<file path="src/rtl/piradip_ram_port_arbiter_pkg.sv">
// Shared types and helpers for the RAM port arbiter.
//   rd_track_t : one read-tracking pipeline entry {valid, owner}
//   rr_pick    : round-robin one-hot pick starting at ptr
//   MAX_CLIENTS: upper bound on requesters; client indices fit in 3 bits
package piradip_ram_arb_pkg;

  localparam int unsigned MAX_CLIENTS = 8;

  typedef struct packed {
    logic       valid;
    logic [2:0] owner;
  } rd_track_t;

  // Request bits at or above the real client count must be zero. A plain
  // modulo-8 scan then visits requesters in the same order as a
  // modulo-NUM_CLIENTS scan, so the client count is not needed here.
  function automatic logic [MAX_CLIENTS-1:0] rr_pick(input logic [MAX_CLIENTS-1:0] req,
                                                     input logic [2:0]             ptr);
    logic [MAX_CLIENTS-1:0] pick;
    logic [2:0]             idx;
    pick = '0;
    for (int unsigned i = 0; i < MAX_CLIENTS; i++) begin
      idx = ptr + 3'(i);
      if (req[idx] && (pick == '0)) begin
        pick[idx] = 1'b1;
      end
    end
    return pick;
  endfunction

endpackage

</file>
<file path="src/rtl/piradip_ram_port_arbiter_if.sv">
// Client-side bus of the RAM port arbiter.
//   req/lock/we : per-client request, keep-grant request, write enable
//   addr/wdata  : per-client address and write data, client 0 in the LSBs
//   gnt         : one-hot combinational grant
//   rvalid      : one-hot registered read-data-valid
//   rdata       : read data broadcast to all clients
// master: the client side; slave: the arbiter.
interface piradip_ram_port_arbiter_if #(
  parameter int unsigned NUM_CLIENTS = 2,
  parameter int unsigned DATA_WIDTH  = 32,
  parameter int unsigned ADDR_WIDTH  = 10
);

  logic [NUM_CLIENTS-1:0]            req;
  logic [NUM_CLIENTS-1:0]            lock;
  logic [NUM_CLIENTS-1:0]            we;
  logic [NUM_CLIENTS*ADDR_WIDTH-1:0] addr;
  logic [NUM_CLIENTS*DATA_WIDTH-1:0] wdata;
  logic [NUM_CLIENTS-1:0]            gnt;
  logic [NUM_CLIENTS-1:0]            rvalid;
  logic [DATA_WIDTH-1:0]             rdata;

  modport master (
    output req, lock, we, addr, wdata,
    input  gnt, rvalid, rdata
  );

  modport slave (
    input  req, lock, we, addr, wdata,
    output gnt, rvalid, rdata
  );

endinterface

</file>
<file path="src/rtl/piradip_rd_tracker.sv">
// Read-return tracker: a READ_LATENCY-deep shift pipeline of {valid, owner}
// entries aligned with the RAM read latency, producing one-hot rvalid.
//   clk, rst    : port clock, synchronous active-high reset
//   issue       : a read is presented to the RAM this cycle
//   issue_owner : index of the client issuing that read
//   rvalid      : one-hot read-data-valid at the pipeline output
module piradip_rd_tracker
  import piradip_ram_arb_pkg::*;
#(
  parameter int unsigned NUM_CLIENTS  = 2,
  parameter int unsigned READ_LATENCY = 1
) (
  input  logic                   clk,
  input  logic                   rst,
  input  logic                   issue,
  input  logic [2:0]             issue_owner,
  output logic [NUM_CLIENTS-1:0] rvalid
);

  rd_track_t pipe_q [READ_LATENCY];

  always_ff @(posedge clk) begin
    if (rst) begin
      for (int i = 0; i < READ_LATENCY; i++) begin
        pipe_q[i] <= '0;
      end
    end else begin
      pipe_q[0] <= '{valid: issue, owner: issue_owner};
      for (int i = 1; i < READ_LATENCY; i++) begin
        pipe_q[i] <= pipe_q[i-1];
      end
    end
  end

  // Masked by rst so a read that reaches the output during the reset cycle
  // is discarded rather than returned.
  always_comb begin
    rvalid = '0;
    for (int unsigned i = 0; i < NUM_CLIENTS; i++) begin
      rvalid[i] = !rst && pipe_q[READ_LATENCY-1].valid &&
                  (pipe_q[READ_LATENCY-1].owner == 3'(i));
    end
  end

endmodule

</file>
<file path="src/rtl/piradip_ram_port_arbiter.sv">
// Shares one RAM port between NUM_CLIENTS requesters: round-robin grant with
// bounded burst locking, combinational RAM drive from the granted client and
// registered one-hot read return.
//   clk, rst  : port clock, synchronous active-high reset
//   bus       : client bus (req/lock/we/addr/wdata in, gnt/rvalid/rdata out)
//   ram_en/ram_we/ram_addr/ram_wdata : to the RAM port
//   ram_rdata : from the RAM port, passed through to bus.rdata
module piradip_ram_port_arbiter
  import piradip_ram_arb_pkg::*;
#(
  parameter int unsigned NUM_CLIENTS  = 2,
  parameter int unsigned DATA_WIDTH   = 32,
  parameter int unsigned ADDR_WIDTH   = 10,
  parameter int unsigned READ_LATENCY = 1,
  parameter int unsigned LOCK_MAX     = 16
) (
  input  logic                      clk,
  input  logic                      rst,
  piradip_ram_port_arbiter_if.slave bus,
  output logic                      ram_en,
  output logic                      ram_we,
  output logic [ADDR_WIDTH-1:0]     ram_addr,
  output logic [DATA_WIDTH-1:0]     ram_wdata,
  input  logic [DATA_WIDTH-1:0]     ram_rdata
);

  localparam logic [7:0] LOCK_MAX_C = 8'(LOCK_MAX);
  localparam logic [2:0] LAST_IDX   = 3'(NUM_CLIENTS - 1);

  logic [2:0] ptr_q, ptr_d;
  logic       lock_valid_q, lock_valid_d;
  logic [2:0] lock_owner_q, lock_owner_d;
  logic [7:0] lock_cnt_q, lock_cnt_d;

  logic [MAX_CLIENTS-1:0] req_ext;
  logic [NUM_CLIENTS-1:0] gnt;
  logic [NUM_CLIENTS-1:0] rvalid;
  logic [2:0]             gnt_idx;
  logic [2:0]             next_ptr;
  logic [7:0]             cnt_base;
  logic                   gnt_lock;
  logic                   lock_hold;
  logic                   rd_issue;

  assign req_ext   = MAX_CLIENTS'(bus.req);
  assign lock_hold = lock_valid_q && req_ext[lock_owner_q] && (lock_cnt_q < LOCK_MAX_C);

  // Grant: a live, unexpired lock wins; otherwise round-robin from ptr.
  always_comb begin
    gnt = '0;
    if (!rst) begin
      if (lock_hold) begin
        for (int unsigned i = 0; i < NUM_CLIENTS; i++) begin
          gnt[i] = (lock_owner_q == 3'(i));
        end
      end else begin
        gnt = NUM_CLIENTS'(rr_pick(req_ext, ptr_q));
      end
    end
  end

  // RAM drive muxed from the granted client; zeros when idle.
  always_comb begin
    gnt_idx   = '0;
    gnt_lock  = 1'b0;
    ram_we    = 1'b0;
    ram_addr  = '0;
    ram_wdata = '0;
    for (int unsigned i = 0; i < NUM_CLIENTS; i++) begin
      if (gnt[i]) begin
        gnt_idx   = 3'(i);
        gnt_lock  = bus.lock[i];
        ram_we    = bus.we[i];
        ram_addr  = bus.addr[i*ADDR_WIDTH +: ADDR_WIDTH];
        ram_wdata = bus.wdata[i*DATA_WIDTH +: DATA_WIDTH];
      end
    end
  end

  assign ram_en    = |gnt;
  assign bus.gnt   = gnt;
  assign bus.rdata = ram_rdata;
  assign next_ptr  = (gnt_idx == LAST_IDX) ? 3'd0 : gnt_idx + 3'd1;

  always_comb begin
    ptr_d        = ptr_q;
    lock_valid_d = lock_valid_q;
    lock_owner_d = lock_owner_q;
    lock_cnt_d   = lock_cnt_q;
    // A new owner starts counting from zero; the current owner continues.
    cnt_base = (lock_valid_q && (lock_owner_q == gnt_idx)) ? lock_cnt_q : 8'd0;
    if (lock_valid_q && !req_ext[lock_owner_q]) begin
      lock_valid_d = 1'b0;
      lock_cnt_d   = '0;
    end
    if (ram_en) begin
      if (gnt_lock && (cnt_base < LOCK_MAX_C)) begin
        lock_valid_d = 1'b1;
        lock_owner_d = gnt_idx;
        lock_cnt_d   = cnt_base + 8'd1;
        // Last locked grant: move ptr past the owner so the timeout
        // arbitration round-robins from the next client.
        if (lock_cnt_d == LOCK_MAX_C) begin
          ptr_d = next_ptr;
        end
      end else begin
        lock_valid_d = 1'b0;
        lock_cnt_d   = '0;
        ptr_d        = next_ptr;
      end
    end
  end

  always_ff @(posedge clk) begin
    if (rst) begin
      ptr_q        <= '0;
      lock_valid_q <= 1'b0;
      lock_owner_q <= '0;
      lock_cnt_q   <= '0;
    end else begin
      ptr_q        <= ptr_d;
      lock_valid_q <= lock_valid_d;
      lock_owner_q <= lock_owner_d;
      lock_cnt_q   <= lock_cnt_d;
    end
  end

  assign rd_issue = ram_en & ~ram_we;

  piradip_rd_tracker #(
    .NUM_CLIENTS (NUM_CLIENTS),
    .READ_LATENCY(READ_LATENCY)
  ) u_rd_tracker (
    .clk        (clk),
    .rst        (rst),
    .issue      (rd_issue),
    .issue_owner(gnt_idx),
    .rvalid     (rvalid)
  );

  assign bus.rvalid = rvalid;

endmodule
</file>
<file path="src/flat_wrapper.sv">
// flat-port wrapper written by rule: the top's interface ports become plain ports
module piradip_ram_port_arbiter_flat import piradip_ram_arb_pkg::*;
#(
  parameter int unsigned NUM_CLIENTS  = 2,
  parameter int unsigned DATA_WIDTH   = 32,
  parameter int unsigned ADDR_WIDTH   = 10,
  parameter int unsigned READ_LATENCY = 1,
  parameter int unsigned LOCK_MAX     = 16
)
  (clk, rst, ram_en, ram_we, ram_addr, ram_wdata, ram_rdata, bus_req, bus_lock, bus_we, bus_addr, bus_wdata, bus_gnt, bus_rvalid, bus_rdata);
  piradip_ram_port_arbiter_if #(.NUM_CLIENTS(NUM_CLIENTS), .DATA_WIDTH(DATA_WIDTH), .ADDR_WIDTH(ADDR_WIDTH)) bus_i ();
  input  logic clk;
  input  logic rst;
  output logic ram_en;
  output logic ram_we;
  output logic [ADDR_WIDTH-1:0] ram_addr;
  output logic [DATA_WIDTH-1:0] ram_wdata;
  input  logic [DATA_WIDTH-1:0] ram_rdata;
  input wire logic [$bits(bus_i.req)-1:0] bus_req;
  input wire logic [$bits(bus_i.lock)-1:0] bus_lock;
  input wire logic [$bits(bus_i.we)-1:0] bus_we;
  input wire logic [$bits(bus_i.addr)-1:0] bus_addr;
  input wire logic [$bits(bus_i.wdata)-1:0] bus_wdata;
  output wire logic [$bits(bus_i.gnt)-1:0] bus_gnt;
  output wire logic [$bits(bus_i.rvalid)-1:0] bus_rvalid;
  output wire logic [$bits(bus_i.rdata)-1:0] bus_rdata;
  assign bus_i.req = bus_req;
  assign bus_i.lock = bus_lock;
  assign bus_i.we = bus_we;
  assign bus_i.addr = bus_addr;
  assign bus_i.wdata = bus_wdata;
  assign bus_gnt = bus_i.gnt;
  assign bus_rvalid = bus_i.rvalid;
  assign bus_rdata = bus_i.rdata;
  piradip_ram_port_arbiter #(.NUM_CLIENTS(NUM_CLIENTS), .DATA_WIDTH(DATA_WIDTH), .ADDR_WIDTH(ADDR_WIDTH), .READ_LATENCY(READ_LATENCY), .LOCK_MAX(LOCK_MAX)) u_core (.clk(clk), .rst(rst), .bus(bus_i), .ram_en(ram_en), .ram_we(ram_we), .ram_addr(ram_addr), .ram_wdata(ram_wdata), .ram_rdata(ram_rdata));
endmodule
</file>
<file path="config.mk">
export PLATFORM = sky130hd
export DESIGN_NAME = piradip_ram_port_arbiter_flat
export DESIGN_NICKNAME = d
export VERILOG_FILES = /design/src/rtl/piradip_ram_port_arbiter_pkg.sv /design/src/rtl/piradip_ram_port_arbiter_if.sv /design/src/rtl/piradip_rd_tracker.sv /design/src/rtl/piradip_ram_port_arbiter.sv /design/src/flat_wrapper.sv
export SDC_FILE = /design/constraint.sdc
export NUM_CORES = 1
export LEC_CHECK = 0
export ABC_AREA = 1
export BUFFER_PORTS_ARGS = -buffer_cell sky130_fd_sc_hd__buf_2
export CAP_MARGIN = 20
export CORE_AREA = 5 5 75 77
export DETAILED_ROUTE_END_ITERATION = 10
export DIE_AREA = 0 0 80 82
export PLACE_DENSITY = 0.8
export SLEW_MARGIN = 10
export SYNTH_ARGS = -nofsm -noshare
export SYNTH_HDL_FRONTEND = slang
export SYNTH_SLANG_ARGS = --single-unit
</file>
<file path="constraint.sdc">
create_clock -name clk -period 4.4 [get_ports clk]
set_input_delay 0.44 -clock clk [delete_from_list [all_inputs] [get_ports clk]]
set_output_delay 0.44 -clock clk [all_outputs]
set_load 0.1 [all_outputs]
</file>
; After elaboration in Yosys (flattened, before gate mapping)
; Memories as Yosys holds them, arrays and structs flattened.
; Index checks and enable logic that the tools add are counted.
[classes]
addsub = 9
n_lt_le_gt_ge = 19
eq_ne = 6
muxes = 82
bitwise = 9
reduce_logical = 39
[op_table]
columns = cell, count
row1 = $mux W8, 25
row2 = $mux W32, 2
row3 = $logic_not A8 Y1, 7
row4 = $or A8 B8 Y8, 6
row5 = $lt A3 B4 Y1 const B, 9
row6 = $mux W1, 29
row7 = $bmux W1 S3, 9
row8 = $demux W1 S3, 8
row9 = $ge A3 B1 Y1 const B, 8
row10 = $logic_and A1 B1 Y1, 23
row11 = $mux W10, 2
row12 = $lt A8 B5 Y1 const B, 2
row13 = $add A3 B3 Y3 const B, 4
row14 = $mux W3, 3
row15 = $add A8 B1 Y8 const B, 1
row16 = $eq A8 B5 Y1 const B, 1
row17 = $mux W2, 4
row18 = $add A3 B2 Y3 const B, 2
row19 = $eq A3 B1 Y1 const B, 2
row20 = $logic_not A3 Y1, 2
row21 = $reduce_and A2 Y1, 2
row22 = $reduce_or A2 Y1, 2
row23 = $add A3 B1 Y3 const B, 1
row24 = $eq A3 B1 Y1, 1
row25 = other kinds (8), 9
[word_totals]
ff_bits = 15
mem_bits_rw = 2
input_bits = 124
out_inout_bits = 80
word_cells = 169
mem_count = 1
[memory_table]
columns = name, depth, width, rd, rd_ports_with_merged_regs, wr, line_no
row1 = u_core.u_rd_tracker.pipe_q, 1, 2, 1, 0, 1, piradip_rd_tracker.sv:20  ; rd_track_t pipe_q [READ_LATENCY];

; Logic depth before layout (Yosys ltp)
[logic_depth]
depth_word = 50
mapped_depth = 23
mapped_depth_nobuf = 23

; Hierarchy
; A second synthesis with hierarchy kept.
[hier_totals]
cells_unflattened = 211
hier_area_um2 = 1461.4
[modules_own_cells]
columns = mod, instances, cells_each, area_each_um2
row1 = piradip_ram_port_arbiter, 1, 191, 1317.5
row2 = piradip_rd_tracker, 1, 20, 143.9

; Worst setup path before layout
; OpenSTA, ideal clock, no wires.
[synth_path]
kind = input to output
from = input bus_req[0]
to = output ram_wdata[22]
t_arrival_ns = 3.043
required_ns = 3.960
slack_ns = 0.917
path_stages = 8
n_path_buf = 1
path_cell_list = inv_1 o21ai_0 nand2_2 o21ai_1 nand2_1 inv_2 clkbuf_1 a22o_1
[synth_between]
elab_chain_cells = 42
elab_cells_between_ends = 67
[synth_lines]
columns = item, line_no
row1 = "start, declared", flat_wrapper.sv:19  ; input wire logic [$bits(bus_i.req)-1:0] bus_req;
row2 = $bmux W1 S3, piradip_ram_port_arbiter_pkg.sv:24  ; if (req[idx] && (pick == '0)) begin
row3 = $mux W1 (implied by the code), piradip_ram_port_arbiter_pkg.sv:24
row4 = $mux W8, piradip_ram_port_arbiter_pkg.sv:24
row5 = $mux W8, piradip_ram_port_arbiter.sv:52  ; if (lock_hold) begin
row6 = $mux W8, piradip_ram_port_arbiter.sv:51  ; if (!rst) begin
row7 = $logic_not A8 Y1, piradip_ram_port_arbiter_pkg.sv:24
row8 = $logic_and A1 B1 Y1, piradip_ram_port_arbiter_pkg.sv:24
row9 = $mux W8, piradip_ram_port_arbiter_pkg.sv:24
row10 = [26 not listed], -
row11 = $mux W8, piradip_ram_port_arbiter.sv:51
row12 = $logic_not A8 Y1, piradip_ram_port_arbiter_pkg.sv:24
row13 = $logic_and A1 B1 Y1, piradip_ram_port_arbiter_pkg.sv:24
row14 = $mux W2, piradip_ram_port_arbiter_pkg.sv:24
row15 = $mux W2 *, piradip_ram_port_arbiter.sv:52
row16 = $mux W2 *, piradip_ram_port_arbiter.sv:51
row17 = via bus_gnt[0], flat_wrapper.sv:24  ; output wire logic [$bits(bus_i.gnt)-1:0] bus_gnt;
row18 = $mux W32 * (2 in series), piradip_ram_port_arbiter.sv:70  ; if (gnt[i]) begin
row19 = "end, declared", flat_wrapper.sv:17  ; output logic [DATA_WIDTH-1:0] ram_wdata;
; Mark *: on every way through the listed nets, which the timed path passes. The rest lies on a longest branch. The select of a mux whose other input is x is not followed.

; Worst setup path after layout
[layout_path]
from = register u_core.lock_valid_q
to = output ram_wdata[19]
[layout_between]
elab_chain_cells = 6
[layout_lines]
columns = item, line_no
row1 = "start, declared", piradip_ram_port_arbiter.sv:31  ; logic lock_valid_q, lock_valid_d;
row2 = "start signal, assigned", piradip_ram_port_arbiter.sv:122  ; lock_valid_q <= lock_valid_d;
row3 = $logic_and A1 B1 Y1 * (2 in series), piradip_ram_port_arbiter.sv:46  ; assign lock_hold = lock_valid_q && req_ext[lock_owner_q] && (lock_cnt_q < LOCK_MAX_C);
row4 = $mux W2 *, piradip_ram_port_arbiter.sv:52
row5 = $mux W2 *, piradip_ram_port_arbiter.sv:51
row6 = $mux W32, piradip_ram_port_arbiter.sv:70
row7 = $mux W32 *, piradip_ram_port_arbiter.sv:70
; Every way passes the cells marked *; elsewhere a longest branch is shown, timed or not.

==> impl_metrics.tcl <==
set metrics [dict create \
    outcome "finished, final reports clean" \
    end_kind "output port" \
    postCtsHoldBufs 0 \
    post-dp-hpwl_um 4930 \
    grt_usage 0.165 \
    crit_chain "nand2_1 -> nor2_2 -> nand3_2 -> nand2_2 -> nand3_1 -> inv_1 -> buf_4 -> a22o_1 -> buf_2" \
    ir_drop_uv 196 \
    initial_utilization 0.296 \
    wl_per_cell_um 14.7 \
    synth-edff-count 0 \
    avgSynthCellArea_um2 6.84 \
    grt_max_degree 46 \
    drive_gt1_frac 0.484 \
    final.setup.tns_ps 0 \
    rsz0062_at_grt "false" \
    antenna_found_initial 0 \
    h-tree-depth 1 \
    async_flop_share 0 \
    gp_congestion 0.901 \
    dieArea_um2 6560 \
    synth_area_um2 1460 \
    critPathArrivalTime_ps 2860 \
    worstSetupStartpointType "flip-flop" \
    wl_um 5690 \
    core_um2 4940 \
    seqCellArea_um2 260 \
    cts_resized 0 \
    ys_warn_count 0 \
    diodes 0 \
    cts_tree "yes" \
    power.static_leakage_nw 1.18 \
    via_per_inst 4.81 \
    io_buffers 139 \
    netlist_top_cells_area "a22o_1 (26%), dfxtp_1 (18%), buf_4 (17%)" \
    overflow 0 \
    critPathRequiredTime_ps 3960 \
    wl_met3_um 652 \
    synth_top_cell_area_share 0.263 \
    cp_max_fo 30 \
    drtIter0Drc 211 \
    clk_latency_ps 250 \
    syn2layout_area_growth_pct 37.6 \
    ys_types 23 \
    cts-root-buf "clkbuf_8" \
    fin_crit_ps 3300 \
    critPathSlowestCell "inv_1" \
    clkTransAtPathRegs_ps 60 \
    first_pass_iters 4 \
    relSlewSlack 0.413 \
    ff2ff_setup_slack_ps 1700 \
    grt_pass1_vias 1799 \
    fin_nets 443 \
    die_y_um 82 \
    worst_path_largest_cell_delay_ps 670 \
    n_fill_cell 532 \
    synth_flop_cell "dfxtp_1" \
    num_vias 1858 \
    syn-num-nets 340 \
    post-cts-setup-buffers 0 \
    hold_class "flip-flop to flip-flop" \
    clock-sinks 13 \
    clockBufferDepth 2 \
    multi_input_area_um2 831 \
    synth_top_cell_by_area "a22o_1" \
    cts_buffers 3 \
    powerDensity_nw_per_um2 347 \
    grt_pass1_wl_um 8650 \
    io_pins 204 \
    met1_length_um 2130 \
    final_antenna_net_count 0 \
    dp.cells 382 \
    maxCapViolations 0 \
    skew_ps 5.80 \
    setup_viol 0 \
    drc 0 \
    top_layer "met4" \
    worst_pin_slew_ps 880 \
    die_x_um 80 \
    max_clock_freq_mhz 303 \
    syn_inst 214 \
    ys_ff_latch 13 \
    finalCritPeriodShare 0.750 \
    crit_type "flip-flop to output port" \
    fin_cells 386 \
    drv_slew 0 \
    row_count 26 \
    finalHoldViolations 0 \
    ys_seq_area_frac 0.178 \
    wl_met2_um 2820 \
]
[report_power, final]
part / switching (mW) / internal (mW)
Combinational: 0.373 / 0.0896
Clock: 0.0464 / 0.0627
Sequential: 0.00394 / 0.123
Total: 0.423 / 0.275
[flip-flops by register name, summed over array words and instances, names as in the netlist]
register	count
u_core.ptr_q	1
u_core.lock_valid_q	1
u_core.lock_owner_q	1
u_core.lock_cnt_q	8
u_core.u_rd_tracker.pipe_q	2
[layout make-up]
class	instances	area share
Multi-Input combinational cell	136	0.412
Sequential cell	13	0.129
Clock inverter	1	0.00248
Tap cell	70	0.0435
Clock buffer	3	0.0205
Inverter	23	0.0429
Timing Repair Buffer	140	0.349
[stage by stage]
| stage | setup slack [ps] | hold WS (ps) | util | area [um2] | power (mW) |
|---|---|---|---|---|---|
| 2_1_floorplan | 917 | 432 | - | 1460 | 0.638 |
| 3_3_place_gp | 1410 | 466 | 0.398 | 1970 | 0.590 |
| 3_5_place_dp | 1300 | 466 | 0.398 | 1970 | 0.593 |
| 4_1_cts | 1130 | 476 | 0.407 | 2010 | 0.699 |
| 5_1_grt | 875 | 503 | 0.407 | 2010 | 0.725 |
| 6_report | 1100 | 476 | 0.407 | 2010 | 0.698 |
[routing by layer]
layer,track usage,up-vias
met4,0.0456,0
met3,0.0680,14
met1,0.190,820
met2,0.283,110
met5,0,-
li1,-,914
[cell families (layout without fill, tap and decap cells)]
kind of cell,count (synthesis),in the layout,synth area share
buf+inv,65,167,0.255
xor+xnor,1,1,0.00598
compound gates,57,57,0.310
fa+ha+maj,2,2,0.0171
simple gates,76,76,0.234
flops,13,13,0.178
[cell usage after synthesis, types with 3 or more instances]
cell,instances
nor3_1,3
buf_1,3
o21ai_0,3
a22o_1,44
clkbuf_1,4
dfxtp_1,13
nor2_1,14
buf_4,34
a21oi_1,8
nand3_1,11
nor2_2,3
nand2_1,36
nand4_1,5
inv_1,21
[final timing paths]
check	depth (start not counted)	to	from
min reg2reg	2	u_core.lock_cnt_q[7]$_SDFFE_PP0P_	u_core.lock_cnt_q[7]$_SDFFE_PP0P_
min	2	u_core.lock_cnt_q[7]$_SDFFE_PP0P_	u_core.lock_cnt_q[7]$_SDFFE_PP0P_
max	9	ram_wdata[19]	u_core.lock_valid_q$_SDFFE_PP0P_
max reg2reg	20	u_core.ptr_q[0]$_SDFFE_PP0P_	u_core.lock_valid_q$_SDFFE_PP0P_
[critical path, delay by kind of cell (launching register included)]
family / cells / cell delay, ps
AO/OA/AOI/OAI: 1 / 170
buffers and inverters: 3 / 1450
flip-flops: 1 / 460
AND/OR/NAND/NOR: 5 / 510
[cell usage in the layout (no fill, tap or decap)]
cell type	n
buf_4	1
inv_2	2
a2bb2oi_1	1
nand3_1	11
nor2_1	14
o21ai_1	1
clkbuf_8	3
nand3_2	1
nor2_2	3
xor2_1	1
a22o_1	44
ha_1	2
buf_2	139
dfxtp_1	13
nor3_1	3
clkinv_2	1
nand2_1	36
nand4_1	5
a21oi_1	8
inv_1	21
o21ai_0	3
nand2_2	2
nand4_2	1
No activity file was read; power rests on OpenSTA's default activity.
